[src/rtl/vm_brew_sequencer.sv]
// ---------------------------------------------------------------------------
// vm_brew_sequencer
// Sequences one cup of coffee after the vending FSM has accepted payment:
// CHECK supplies, GRIND, HEAT (bounded wait for temperature), POUR, DONE.
// One extra request can be queued while a cup is in progress.  Supply or
// heater problems latch a FAULT state until the operator clears it with
// supplies restored.
//
// Ports
//   clk_i        system clock, rising edge
//   rst_i        asynchronous, active-high reset
//   brew_req_i   1-cycle pulse, one paid cup requested
//   water_lvl_i  tank level 0..31
//   beans_ok_i   bean hopper not empty
//   temp_ok_i    heater at brew temperature
//   fault_clr_i  operator acknowledge (level)
//   grind_en_o   grinder motor on
//   heat_en_o    heater on
//   pump_en_o    water pump on
//   busy_o       sequencer is working on a cup (not IDLE, not FAULT)
//   done_o       1-cycle pulse, cup finished
//   fault_o      high while in FAULT
//   drop_o       1-cycle pulse, a request was discarded
//   cups_o       completed-cup count, saturating
// ---------------------------------------------------------------------------
module vm_brew_sequencer #(
  parameter int unsigned GRIND_CYC     = 4,
  parameter int unsigned HEAT_TMO      = 20,
  parameter int unsigned POUR_CYC      = 6,
  parameter int unsigned WATER_PER_CUP = 3
) (
  input  logic        clk_i,
  input  logic        rst_i,
  input  logic        brew_req_i,
  input  logic [4:0]  water_lvl_i,
  input  logic        beans_ok_i,
  input  logic        temp_ok_i,
  input  logic        fault_clr_i,
  output logic        grind_en_o,
  output logic        heat_en_o,
  output logic        pump_en_o,
  output logic        busy_o,
  output logic        done_o,
  output logic        fault_o,
  output logic        drop_o,
  output logic [15:0] cups_o
);

  // Timer only ever holds a phase length minus one.
  localparam int unsigned TMAX_GH = (GRIND_CYC > HEAT_TMO) ? GRIND_CYC : HEAT_TMO;
  localparam int unsigned TMAX    = (TMAX_GH > POUR_CYC) ? TMAX_GH : POUR_CYC;
  localparam int unsigned TW      = (TMAX > 1) ? $clog2(TMAX) : 1;

  typedef enum logic [2:0] {
    ST_IDLE  = 3'd0,
    ST_CHECK = 3'd1,
    ST_GRIND = 3'd2,
    ST_HEAT  = 3'd3,
    ST_POUR  = 3'd4,
    ST_DONE  = 3'd5,
    ST_FAULT = 3'd6
  } state_t;

  state_t          state_q, state_d;
  logic [TW-1:0]   timer_q, timer_d;
  logic            pend_q, pend_d;
  logic            done_q, done_d;
  logic            drop_q, drop_d;
  logic [15:0]     cups_q, cups_d;

  logic            supply_ok_s;
  logic            timer_zero_s;
  logic            busy_s;
  logic            fault_entry_s;

  assign supply_ok_s   = (water_lvl_i >= 5'(WATER_PER_CUP)) && beans_ok_i;
  assign timer_zero_s  = (timer_q == {TW{1'b0}});
  assign fault_entry_s = (state_d == ST_FAULT) && (state_q != ST_FAULT);

  // State, timer, queue and pulse registers; reset aborts any cup at once.
  always_ff @(posedge clk_i or posedge rst_i) begin
    if (rst_i) begin
      state_q <= ST_IDLE;
      timer_q <= {TW{1'b0}};
      pend_q  <= 1'b0;
      done_q  <= 1'b0;
      drop_q  <= 1'b0;
      cups_q  <= 16'd0;
    end else begin
      state_q <= state_d;
      timer_q <= timer_d;
      pend_q  <= pend_d;
      done_q  <= done_d;
      drop_q  <= drop_d;
      cups_q  <= cups_d;
    end
  end

  // Next-state and phase timer.
  always_comb begin
    state_d = state_q;
    timer_d = timer_q;
    case (state_q)
      ST_IDLE: begin
        if (brew_req_i || pend_q) begin
          state_d = ST_CHECK;
        end else begin
          state_d = ST_IDLE;
        end
      end
      ST_CHECK: begin
        if (supply_ok_s) begin
          state_d = ST_GRIND;
          timer_d = TW'(GRIND_CYC - 1);
        end else begin
          state_d = ST_FAULT;
        end
      end
      ST_GRIND: begin
        if (timer_zero_s) begin
          state_d = ST_HEAT;
          timer_d = TW'(HEAT_TMO - 1);
        end else begin
          timer_d = timer_q - TW'(1);
        end
      end
      ST_HEAT: begin
        // Reaching temperature wins over a timeout in the same cycle.
        if (temp_ok_i) begin
          state_d = ST_POUR;
          timer_d = TW'(POUR_CYC - 1);
        end else if (timer_zero_s) begin
          state_d = ST_FAULT;
        end else begin
          timer_d = timer_q - TW'(1);
        end
      end
      ST_POUR: begin
        // A dry tank stops the pump regardless of the remaining pour time.
        if (water_lvl_i == 5'd0) begin
          state_d = ST_FAULT;
        end else if (timer_zero_s) begin
          state_d = ST_DONE;
        end else begin
          timer_d = timer_q - TW'(1);
        end
      end
      ST_DONE: begin
        state_d = ST_IDLE;
      end
      ST_FAULT: begin
        if (fault_clr_i && supply_ok_s) begin
          state_d = ST_IDLE;
        end else begin
          state_d = ST_FAULT;
        end
      end
      default: begin
        state_d = ST_IDLE;
        timer_d = {TW{1'b0}};
      end
    endcase
  end

  // Request queue, discard pulse, done pulse and cup counter.
  always_comb begin
    pend_d = pend_q;
    drop_d = 1'b0;
    if (fault_entry_s) begin
      // Both the queued and any same-cycle request are lost; one pulse covers both.
      pend_d = 1'b0;
      drop_d = brew_req_i | pend_q;
    end else if (state_q == ST_FAULT) begin
      pend_d = 1'b0;
      drop_d = brew_req_i;
    end else if (state_q == ST_IDLE) begin
      // The pending request is consumed now; a fresh one takes its slot.
      pend_d = pend_q & brew_req_i;
    end else if (busy_s && brew_req_i) begin
      if (pend_q) begin
        drop_d = 1'b1;
      end else begin
        pend_d = 1'b1;
      end
    end else begin
      pend_d = pend_q;
    end

    done_d = (state_d == ST_DONE);

    if ((state_q == ST_DONE) && (cups_q != 16'hFFFF)) begin
      cups_d = cups_q + 16'd1;
    end else begin
      cups_d = cups_q;
    end
  end

  // Moore decode of actuators and status from the state register.
  always_comb begin
    grind_en_o = 1'b0;
    heat_en_o  = 1'b0;
    pump_en_o  = 1'b0;
    busy_s     = 1'b0;
    fault_o    = 1'b0;
    case (state_q)
      ST_IDLE:  begin
        busy_s = 1'b0;
      end
      ST_CHECK: begin
        busy_s = 1'b1;
      end
      ST_GRIND: begin
        busy_s     = 1'b1;
        grind_en_o = 1'b1;
      end
      ST_HEAT:  begin
        busy_s    = 1'b1;
        heat_en_o = 1'b1;
      end
      ST_POUR:  begin
        busy_s    = 1'b1;
        heat_en_o = 1'b1;
        pump_en_o = 1'b1;
      end
      ST_DONE:  begin
        busy_s = 1'b1;
      end
      ST_FAULT: begin
        fault_o = 1'b1;
      end
      default:  begin
        busy_s = 1'b0;
      end
    endcase
  end

  assign busy_o = busy_s;
  assign done_o = done_q;
  assign drop_o = drop_q;
  assign cups_o = cups_q;

endmodule
[config.mk]
export PLATFORM = sky130hd
export DESIGN_NAME = vm_brew_sequencer
export DESIGN_NICKNAME = d
export VERILOG_FILES = /design/src/rtl/vm_brew_sequencer.sv
export SDC_FILE = /design/constraint.sdc
export NUM_CORES = 1
export LEC_CHECK = 0
export ABC_AREA = 1
export BUFFER_PORTS_ARGS = -buffer_cell sky130_fd_sc_hd__buf_2
export CELL_PAD_IN_SITES_DETAIL_PLACEMENT = 1
export CELL_PAD_IN_SITES_GLOBAL_PLACEMENT = 2
export CORE_MARGIN = 8
export CORE_UTILIZATION = 25
export CTS_BUF_LIST = sky130_fd_sc_hd__clkbuf_8 sky130_fd_sc_hd__clkbuf_16
export CTS_CLUSTER_SIZE = 16
export DETAILED_ROUTE_END_ITERATION = 10
export GPL_TIMING_DRIVEN = 0
export HOLD_SLACK_MARGIN = 0.12
export PLACE_DENSITY = 0.65
export SLEW_MARGIN = 20
export SYNTH_ARGS = -nofsm -noshare
export SYNTH_HDL_FRONTEND = slang
export SYNTH_SLANG_ARGS = --single-unit
[constraint.sdc]
create_clock -name clk_i -period 1.9 [get_ports clk_i]
set_clock_uncertainty 0.2 [all_clocks]
set_input_delay 0.38 -clock clk_i [delete_from_list [all_inputs] [get_ports clk_i]]
set_output_delay 0.38 -clock clk_i [all_outputs]
set_load 0.005 [all_outputs]
==> metrics, run 1 <==
status=complete, no violations; clock latency on the worst-skew pair=between 200 and 300 ps; Vias/cell=around 4.6; Initial DRT Pass Iterations=3; DRT met1 WL=2310 um; cell taking the most area after synthesis=dfrtp_1; Post-Syn Area per Cell=about 7.3 um^2; ant diodes=0; Max Slew Vio Count=0; mapped cell area=0.00171 mm^2; DR iter-0 viols=17; final wirelength=4930 um; I/O Buffers=33; Hold Crit Class=input pin to flip-flop; Flop pwr share=0.319; layout cells sized above 1=0.292; Die ar.=0.00973 mm^2; row cnt=30; Peak VDD IR=504 uV; routed len/inst=13.5 um; actual slew at the worst max-slew pin=622 ps; CP Data Arrival Time=1270 ps; Clock transition at path regs=110 ps; Syn Nets=249; Startpoint Class=flip-flop; final non-filler cell total=364; power density cells=roughly 1200 mW/mm^2; Pleak=~1.1 nW; Yosys cell types=30; Adder-Cell Fraction of Synth Area=0.0293; post-synthesis compound-gate area fraction=0.0799; CTS H-tree depth=1; Post-Route Setup TNS=0 ps; Final Hold Viols=0; Final Wtd Congestion=0.769; initial antenna violation count=0; Tmin final=approximately 1800 ps; Max Clock Freq=542 MHz; mux cell area share after synthesis=0; maxcap violations=0; CTS sink cnt=27; Synthesis Warnings=0; Core Area=between 0.006 and 0.007 mm^2; DR DRC count=0; first-pass GRT wire length=between 8000 and 9000 um; met3 wire len=217 um; CP max FO=4; Initial Util=0.254; routed wl met2=2340 um; cts bufs inserted=3; die height=98.7 um; Slew Limit Headroom=0.585; fin crit share=0.971; simple-gate share of the synthesized area=0.355; Setup violations, final=0; CTS max path bufs=2; RSZ-0062 raised after global routing=true; Pint=1.47 mW; post-synthesis cell count=234; Die Wd=~99 um; Placed Cells=347; gr ovfl total=0; synthesis-to-finish area growth=27.4%; CP Capture Type=primary output; Comb power frac=0.547; DR top layer=met4; largest net degree at the start of global routing=28; combinational family with the most area after synthesis=simple AND/OR/NAND/NOR gates; Setup Crit Path Kind=flip-flop to primary output; WHS Path Cells=5; clock power share=0.134; Root Buffer=clkbuf_8; area share of the largest cell type after synthesis=0.396; I/O pin total=34; reg2reg path depth=9; number of global-route vias before repair=1,845; flops & latches, synth=27; Req. time, crit path=around 1300 ps; Sw Pwr=1.20 mW; # nets final=300; Sw Share=0.448; antenna-violating nets left=0; Total GRT Usage=0.110; top post-synthesis cells by area=dfrtp_1, nand2_1, inv_1; XOR/XNOR share of the synthesized area=0.0615; register area share after synthesis=0.396; post-DP HPWL=between 3000 and 4000 um; via count=1,679; TritonCTS clock tree=built
-- registers in the layout, summed over array words and instances (netlist names) --
register,cells
cups_o,16
timer_q,5
state_q,3
done_o,1
drop_o,1
pend_q,1
-- synthesized netlist by cell type, drive strengths merged --
| library cell | instances |
|---|---|
| nand3b | 2 |
| nor2 | 24 |
| or2 | 1 |
| xor2 | 8 |
| dfrtp | 27 |
| nand2 | 77 |
| a31oi | 2 |
| ha | 4 |
| buf | 2 |
| o2111ai | 2 |
| o22ai | 1 |
| o21ai | 15 |
| nand4 | 5 |
| nand3 | 22 |
| inv | 30 |
| xnor2 | 4 |
| a21oi | 2 |
| nor3 | 6 |
-- power by group through the flow --
stage | clock (mW) | combinational [mW] | sequential (mW)
after global placement | 0 | 1.21 | 0.859
after detailed placement | 0 | 1.22 | 0.858
after CTS | 0.373 | 1.28 | 0.855
after global routing | 0.386 | 1.70 | 0.873
final | 0.358 | 1.46 | 0.851
after floorplan | 0 | 0.858 | 0.831
-- cells by family after synthesis --
logic type               after synthesis
AO/OA/AOI/OAI                         22
adder cells (fa/ha/maj)                4
AND/OR/NAND/NOR                      137
XOR/XNOR                              12
flip-flops                            27
buffers and inverters                 32
-- what timing repair did --
action,in CTS,in global routing
gates resized for setup,8,12
hold buffers,1,0
setup endpoints to repair,11,20
hold endpoints to repair,27,0
setup buffers,2,10
pin swaps,0,3
-- worst max-delay path: stages (launching register included) --
cell and delay [ps]:
dfrtp_2 460, buf_4 150, nand3_1 120, nand2_2 100
buf_2 140
-- per-stage QoR --
stage,utilization,hold WS [ps],worst slack (ps),instance area (um^2),total power [mW]
2_1_floorplan,-,233,184,1710,1.69
3_3_place_gp,0.294,319,-49.9,1970,2.07
3_5_place_dp,0.294,315,-69.8,1970,2.07
4_1_cts,0.306,250,9.73,2060,2.51
5_1_grt,0.324,271,-56.7,2180,2.96
6_report,0.324,258,54.4,2180,2.67
-- path summary, 6_finish.rpt --
check                           start         end  slack [ps]
max                        state_q[1]   heat_en_o          50
min                         temp_ok_i  timer_q[2]         260
max reg2reg                 cups_o[1]   cups_o[8]          70
min reg2reg                cups_o[10]  cups_o[10]         350
max in group asynchronous       rst_i  state_q[1]         550
min in group asynchronous       rst_i      done_o         520
-- cell usage in the layout (no fill, tap or decap), types with 2 or more instances in the layout --
master / n
nor2_4: 2
o2111ai_1: 2
nand2_1: 70
nand3_2: 3
nand2_4: 2
xor2_1: 8
inv_1: 24
o21ai_1: 2
ha_1: 2
nand4_1: 4
buf_4: 13
inv_2: 6
nor3_1: 6
nor2_1: 19
nand2_2: 5
xnor2_1: 4
o21ai_0: 9
nand3_1: 19
a31oi_1: 2
dfrtp_1: 25
dfrtp_2: 2
clkbuf_8: 3
o21ai_2: 4
buf_2: 33
nor2_2: 3
a21oi_1: 2
-- layer usage --
metal | global-route usage | up-vias
met2 | 0.187 | 26
met1 | 0.133 | 799
met4 | 0.0319 | 0
li1 | - | 849
met5 | 0 | -
met3 | 0.0268 | 5
-- cell type report --
type | instances | area, um^2
fillers | 843 | 4540
multi-input cells | 175 | 953
flip-flops and latches | 27 | 678
repair buffers | 46 | 265
inverters | 30 | 115
well taps | 80 | 100
clock buffers | 3 | 41.3
plain buffers | 2 | 18.8
clock inverters | 1 | 3.75
(Power assumes the default switching activity.)
==> run 2, diff against run 1 <==
- RECOVER_POWER: unset -> 25
==> run 2 against run 1 <==
Net effect:
- clock power about the same
- critical path depth did not move
- sequential share of layout area grew 0.090 points
- core utilization down 0.093 points
- sequential cell count stayed put
- largest power group unchanged
- final cell count did not move
- via count stayed put
==> metrics, run 2 (synthesized netlist as in run 1, its figures left out) <==
status=complete, no violations (unchanged); clock power share=0.134 (about the same); Sw Share=0.448 (about the same); area of the multi-input gates=953 um^2 (unchanged); initial antenna violation count=0 (unchanged); final wirelength=4940 um (was 4930 um); Setup Crit Path Kind=flip-flop to primary output (unchanged); actual slew at the worst max-slew pin=622 ps (unchanged); Pleak=1.10 nW (was 1.13 nW); DR DRC count=0 (unchanged); Final Wtd Congestion=0.769 (unchanged); Sw Pwr=1.20 mW (about the same); CTS max path bufs=2 (unchanged); Vias/cell=4.61 (unchanged); Register Area=678 um^2 (unchanged); Worst Hold Launch=temp_ok_i (unchanged); Die Wd=98.7 um (unchanged); fin crit share=0.971 (unchanged); Cell Area, Placed=0.00197 mm^2 (unchanged); final non-filler cell total=364 (unchanged); Max Slew Vio Count=0 (unchanged); I/O pin total=34 (unchanged); reg2reg path depth=9 (unchanged); gr ovfl total=0 (unchanged); synthesis-to-finish area growth=27.0% (was 27.4%); Filler cells=846 (was 843); max FFs per register=16 (unchanged); Core Area=0.00672 mm^2 (unchanged); Hold Crit Class=input pin to flip-flop (unchanged); Pint=1.47 mW (about the same); Placed Cells=347 (unchanged); slowest CP cell=dfrtp_2 (unchanged); CP max stage delay=460 ps (about the same); number of global-route vias before repair=1,845 (unchanged); largest net degree at the start of global routing=28 (unchanged); reg-to-reg slack, setup=70 ps (about the same); most frequent cells in the layout=nand2_1, buf_2, dfrtp_1 (unchanged); Startpoint Class=flip-flop (unchanged); routed len/inst=13.6 um (was 13.5 um); Setup violations, final=0 (unchanged); design area=0.00217 mm^2 (was 0.00218 mm^2); Initial DRT Pass Iterations=3 (unchanged); maxcap violations=0 (unchanged); critical path buffer and inverter count=2 (unchanged); ant diodes=0 (unchanged); TritonCTS clock tree=built (unchanged); Slew Limit Headroom=0.585 (unchanged); family with the most delay on the worst path=flip-flops (unchanged); Initial Util=0.254 (unchanged); Final Hold Viols=0 (unchanged); CP Data Arrival Time=1270 ps (about the same); post-place setup slack=-69.8 ps (unchanged); WHS Endpoint=timer_q[2] (unchanged); Power, Total=2.67 mW (about the same); critical path cell sequence=buf_4 > nand3_1 > nand2_2 > buf_2 (unchanged); CTS H-tree depth=1 (unchanged); Root Buffer=clkbuf_8 (unchanged); Max Clock Freq=542 MHz (unchanged); WHS=258 ps (unchanged); I/O Buffers=33 (unchanged); RSZ-0062 raised after global routing=true (unchanged); Post-Route Setup TNS=0 ps (unchanged); # nets final=300 (unchanged); die height=98.7 um (unchanged); antenna-violating nets left=0 (unchanged); post-DP HPWL=3720 um (unchanged); Flop pwr share=0.319 (about the same); launching point of the worst reg2reg path=cups_o[1] (unchanged); final core utilization=0.323 (was 0.324); Worst Setup Slack, final=54.4 ps (unchanged); Req. time, crit path=1320 ps (about the same); Peak VDD IR=504 uV (about the same); clock latency on the worst-skew pair=290 ps (about the same); CP max FO=4 (unchanged); first-pass GRT wire length=8830 um (unchanged); Comb power frac=0.547 (about the same); row cnt=30 (unchanged); cts bufs inserted=3 (unchanged); Die ar.=0.00973 mm^2 (unchanged); Tmin final=1850 ps (unchanged); Total GRT Usage=0.110 (unchanged); Clock transition at path regs=110 ps (about the same); DR iter-0 viols=17 (unchanged); via count=1,679 (unchanged); WHS Path Cells=5 (unchanged); power density cells=1230 mW/mm^2 (about the same); CP Capture Type=primary output (unchanged); layout cells sized above 1=0.275 (was 0.292); FF-to-FF End=cups_o[8] (unchanged); CTS sink cnt=27 (unchanged); most common library cell in the layout ignoring fill and taps=nand2_1 (unchanged)
-- run 2: per-layer routing --
metal  share of wire  GRT usage
met1            0.47      0.133
met2            0.48      0.187
met3           0.044     0.0268
met4           0.011     0.0319
met5               0          0
-- run 2: layout make-up --
cell class	count	area share
multi-input cells	175	0.439
clock inverters	1	0.00173
inverters	30	0.0531
plain buffers	2	0.00865
flip-flops and latches	27	0.313
clock buffers	3	0.0190
well taps	80	0.0461
repair buffers	46	0.119
-- run 2: worst register-to-register path, delay by kind of cell (launching register included) --
family	cells	cell delay [ps]
simple gates	6	710
fa+ha+maj	1	220
buf+inv	2	210
flops	1	400
-- run 2: worst max-delay path by stage --
stage | start | to | slack [ps] | depth (start not counted)
2_1_floorplan | timer_q[0] | timer_q[0] | 180 | 10
3_3_place_gp | timer_q[0] | timer_q[0] | -50 | 10
3_5_place_dp | timer_q[0] | timer_q[0] | -70 | 10
4_1_cts | cups_o[1] | cups_o[8] | 10 | 9
5_1_grt | cups_o[1] | cups_o[8] | -60 | 9
6_report | state_q[1] | heat_en_o | 50 | 4
-- run 2: timing repair --
action                                 in CTS  in global routing
pin swaps                                   0                  3
gates resized for setup                     8                 12
hold buffers                                1                  0
endpoints found under the hold margin      27                  0
setup buffers                               2                 10
setup endpoints to repair                  11                 20
-- run 2: power by group through the flow --
| stage | clock network (mW) | logic, mW | registers, mW |
|---|---|---|---|
| 3_3_place_gp | 0 | 1.21 | 0.859 |
| 4_1_cts | 0.373 | 1.28 | 0.855 |
| 5_1_grt | 0.386 | 1.70 | 0.873 |
| 6_report | 0.358 | 1.46 | 0.852 |
| 3_5_place_dp | 0 | 1.22 | 0.858 |
| 2_1_floorplan | 0 | 0.858 | 0.831 |
==> run 3, diff against run 2 <==
- ABC_AREA: 1 -> 0
- CORE_MARGIN: 8 -> unset
- CORE_UTILIZATION: 25 -> 33
- PLACE_DENSITY: 0.65 -> 0.76
==> run 3 against run 2 <==
Net effect:
- the flow now finishes with violations (negative setup slack)
- die area is 43% lower
- synthesized area is 1.5% higher
- via count is 0.48% higher
- first-iteration DRC count grew to 4.4 times the previous value
- power is 34% higher
- core utilization is 18 points higher
- register-to-register slack worse by 350 ps
- highest routed layer unchanged
==> metrics, run 3 <==
status=finished, violations left (was complete, no violations); violated checks=negative setup slack; synth cell count leaders=dfrtp_1, nor2_1, inv_1, nand2_1 (was nand2_1, inv_1, dfrtp_1); CP Capture Type=flip-flop (was primary output); final wirelength=5430 um (was 4940 um); CTS sink cnt=27 (unchanged); post-place setup slack=-521 ps (was -69.8 ps); ant diodes=0 (unchanged); Slew Limit Headroom=0.605 (was 0.585); via count=1,687 (was 1,679); ys flop type=dfrtp_1 (unchanged); clock power share=0.090 (was 0.134); I/O pin total=34 (unchanged); number of enable flip-flop cells after synthesis=0 (unchanged); RSZ-0062 raised after global routing=true (unchanged); CTS max path bufs=2 (unchanged); Sw Pwr=1.46 mW (was 1.20 mW); design area=0.00256 mm^2 (was 0.00217 mm^2); most common library cell in the layout ignoring fill and taps=buf_2 (was nand2_1); mapped cell area=0.00173 mm^2 (was 0.00171 mm^2); cts bufs inserted=3 (unchanged); top post-synthesis cells by area=dfrtp_1, xor2_1, ha_1 (was dfrtp_1, nand2_1, inv_1); I/O Buffers=33 (unchanged); Worst Setup Slack, final=-277 ps (was 54.4 ps); top-count cell post-synth=dfrtp_1 (was nand2_1); CP max FO=2 (was 4); Total GRT Usage=0.189 (was 0.110); Flop pwr share=0.239 (was 0.319); routed len/inst=17.0 um (was 13.6 um); Max Slew Vio Count=0 (unchanged); family with the most delay on the worst path=flip-flops (unchanged); Die ar.=0.00555 mm^2 (was 0.00973 mm^2); layout cells sized above 1=0.486 (was 0.275); post-synthesis cell count=182 (was 234); final core utilization=0.504 (was 0.323); Post-Syn Area per Cell=9.52 um^2 (was 7.30 um^2); TritonCTS clock tree=built (unchanged); Final Hold Viols=0 (unchanged); slowest CP cell=dfrtp_1 (was dfrtp_2); gr ovfl total=0 (unchanged); first-pass GRT wire length=8000 um (was 8830 um); critical path cell sequence=inv_2 > ha_4 > nor4b_4 > inv_2 > ha_4 > o21a_1 > a21oi_2 > o22ai_1 > mux2_2 (was buf_4 > nand3_1 > nand2_2 > buf_2); Hold Crit Class=flip-flop to flip-flop (was input pin to flip-flop); Setup Crit Path Kind=flip-flop to flip-flop (was flip-flop to primary output); Pint=2.13 mW (was 1.47 mW); critical path buffer and inverter count=2 (unchanged); DR DRC count=0 (unchanged); Setup violations, final=6 (was 0); Startpoint Class=flip-flop (unchanged); Filler cells=610 (was 846); stages on the worst setup path=9 (was 4); antenna-violating nets left=0 (unchanged); CP Data Arrival Time=2140 ps (was 1270 ps); Tmin final=2180 ps (was 1850 ps); FF-to-FF End=timer_q[0] (was cups_o[8]); DR iter-0 viols=74 (was 17); Clock transition at path regs=100 ps (was 110 ps); CP Capture Point=timer_q[0] (was heat_en_o); max FFs per register=16 (unchanged); reg-to-reg slack, setup=-280 ps (was 70 ps); cell taking the most area after synthesis=dfrtp_1 (unchanged); number of global-route vias before repair=1,605 (was 1,845); reg2reg path depth=9 (unchanged); synthesis-to-finish area growth=47.5% (was 27.0%); most frequent cells in the layout=buf_2, buf_4, dfrtp_1 (was nand2_1, buf_2, dfrtp_1); Vias/cell=5.29 (was 4.61); Initial DRT Pass Iterations=4 (was 3); Die Wd=74.5 um (was 98.7 um); actual slew at the worst max-slew pin=592 ps (was 622 ps); Syn Nets=197 (was 249); power density cells=1400 mW/mm^2 (was 1230 mW/mm^2); register area share after synthesis=0.390 (was 0.396); flops & latches, synth=27 (unchanged); die height=74.5 um (was 98.7 um); Pleak=1.19 nW (was 1.10 nW); CP max stage delay=430 ps (was 460 ps); Post-Route Setup TNS=-1040 ps (was 0 ps); row cnt=26 (was 30); Worst Setup SP=timer_q[0] (was state_q[1]); launching point of the worst reg2reg path=timer_q[0] (was cups_o[1]); Synthesis Warnings=0 (unchanged); post-DP HPWL=3470 um (was 3720 um); area share of the largest cell type after synthesis=0.390 (was 0.396); Peak VDD IR=456 uV (was 504 uV); ys async rst share=1.00 (unchanged); Initial Util=0.341 (was 0.254); largest net degree at the start of global routing=28 (unchanged); Comb power frac=0.671 (was 0.547); # nets final=265 (was 300); Cell Area, Placed=0.00201 mm^2 (was 0.00197 mm^2); Core Area=0.00507 mm^2 (was 0.00672 mm^2); Yosys cell types=51 (was 30); Root Buffer=clkbuf_8 (unchanged); fin crit share=1.15 (was 0.971); Max Clock Freq=459 MHz (was 542 MHz); Req. time, crit path=1860 ps (was 1320 ps); clock latency on the worst-skew pair=270 ps (was 290 ps); maxcap violations=0 (unchanged); initial antenna violation count=0 (unchanged); CTS H-tree depth=1 (unchanged); Sw Share=0.406 (was 0.448); Final Wtd Congestion=0.822 (was 0.769)
run 3: stage by stage:
| stage | std cells | power [mW] | hold WS, ps |
|---|---|---|---|
| after global placement | 285 | 2.29 | 303 |
| after detailed placement | 285 | 2.35 | 307 |
| after floorplan | 182 | 1.94 | 233 |
| final | 319 | 3.58 | 329 |
| after global routing | 319 | 3.82 | 340 |
| after CTS | 302 | 3.06 | 190 |
run 3: repair_timing:
item / CTS / global route
hold buffers: 0 / 1
gates resized for setup: 34 / 24
cloned: 0 / 0
endpoints found under the hold margin: 0 / 27
pin swaps: 8 / 15
setup buffers: 16 / 18
endpoints found under the setup margin: 28 / 25
run 3: worst min path at each step:
stage               start          to  slack [ps]  cells past startpoint
6_report       cups_o[13]  cups_o[13]         330                      1
5_1_grt        brew_req_i      drop_o         340                      3
3_5_place_dp    cups_o[0]   cups_o[0]         310                      1
2_1_floorplan       rst_i   cups_o[0]         230                      1
3_3_place_gp    cups_o[0]   cups_o[0]         300                      1
4_1_cts             rst_i  cups_o[13]         190                      2
run 3: cell type report:
cell class,instances,area [um^2],share of cell area
Multi-Input combinational cell,136,1210,0.473
Sequential cell,27,677,0.265
Timing Repair Buffer,67,437,0.171
Tap cell,70,87.6,0.0343
Buffer,5,62.6,0.0245
Clock buffer,3,41.3,0.0162
Inverter,10,37.5,0.0147
Clock inverter,1,3.75,0.00147
run 3: worst reg2reg max path: cells and delay by family (launching register included):
family	cells	cell delay, ps
adders and majority gates	2	370
buffers and inverters	2	200
AOI/OAI and AO/OA	3	360
DFF	1	430
muxes	1	270
and+or+nand+nor	1	240
run 3: logic make-up after synthesis:
kind of cell	Yosys count	synth area share
fa+ha+maj	4	0.0289
simple gates	74	0.253
mux	3	0.0195
xor+xnor	14	0.0708
buf+inv	19	0.0527
flops	27	0.390
compound gates	41	0.185
run 3: power groups by stage:
stage          combinational (mW)  sequential, mW  clock [mW]
2_1_floorplan                1.10           0.835           0
3_3_place_gp                 1.44           0.846           0
3_5_place_dp                 1.49           0.857           0
4_1_cts                      1.88           0.848       0.335
5_1_grt                      2.59           0.872       0.359
6_report                     2.41           0.855       0.322
run 3: layer usage:
metal	vias to the layer above	global-route usage	part of all wire	wire [um]
met5	-	0	0	0
met2	37	0.322	0.52	2800
met1	838	0.259	0.45	2430
met4	0	0.0461	0.0087	47
li1	808	-	-	-
met3	4	0.0163	0.028	150
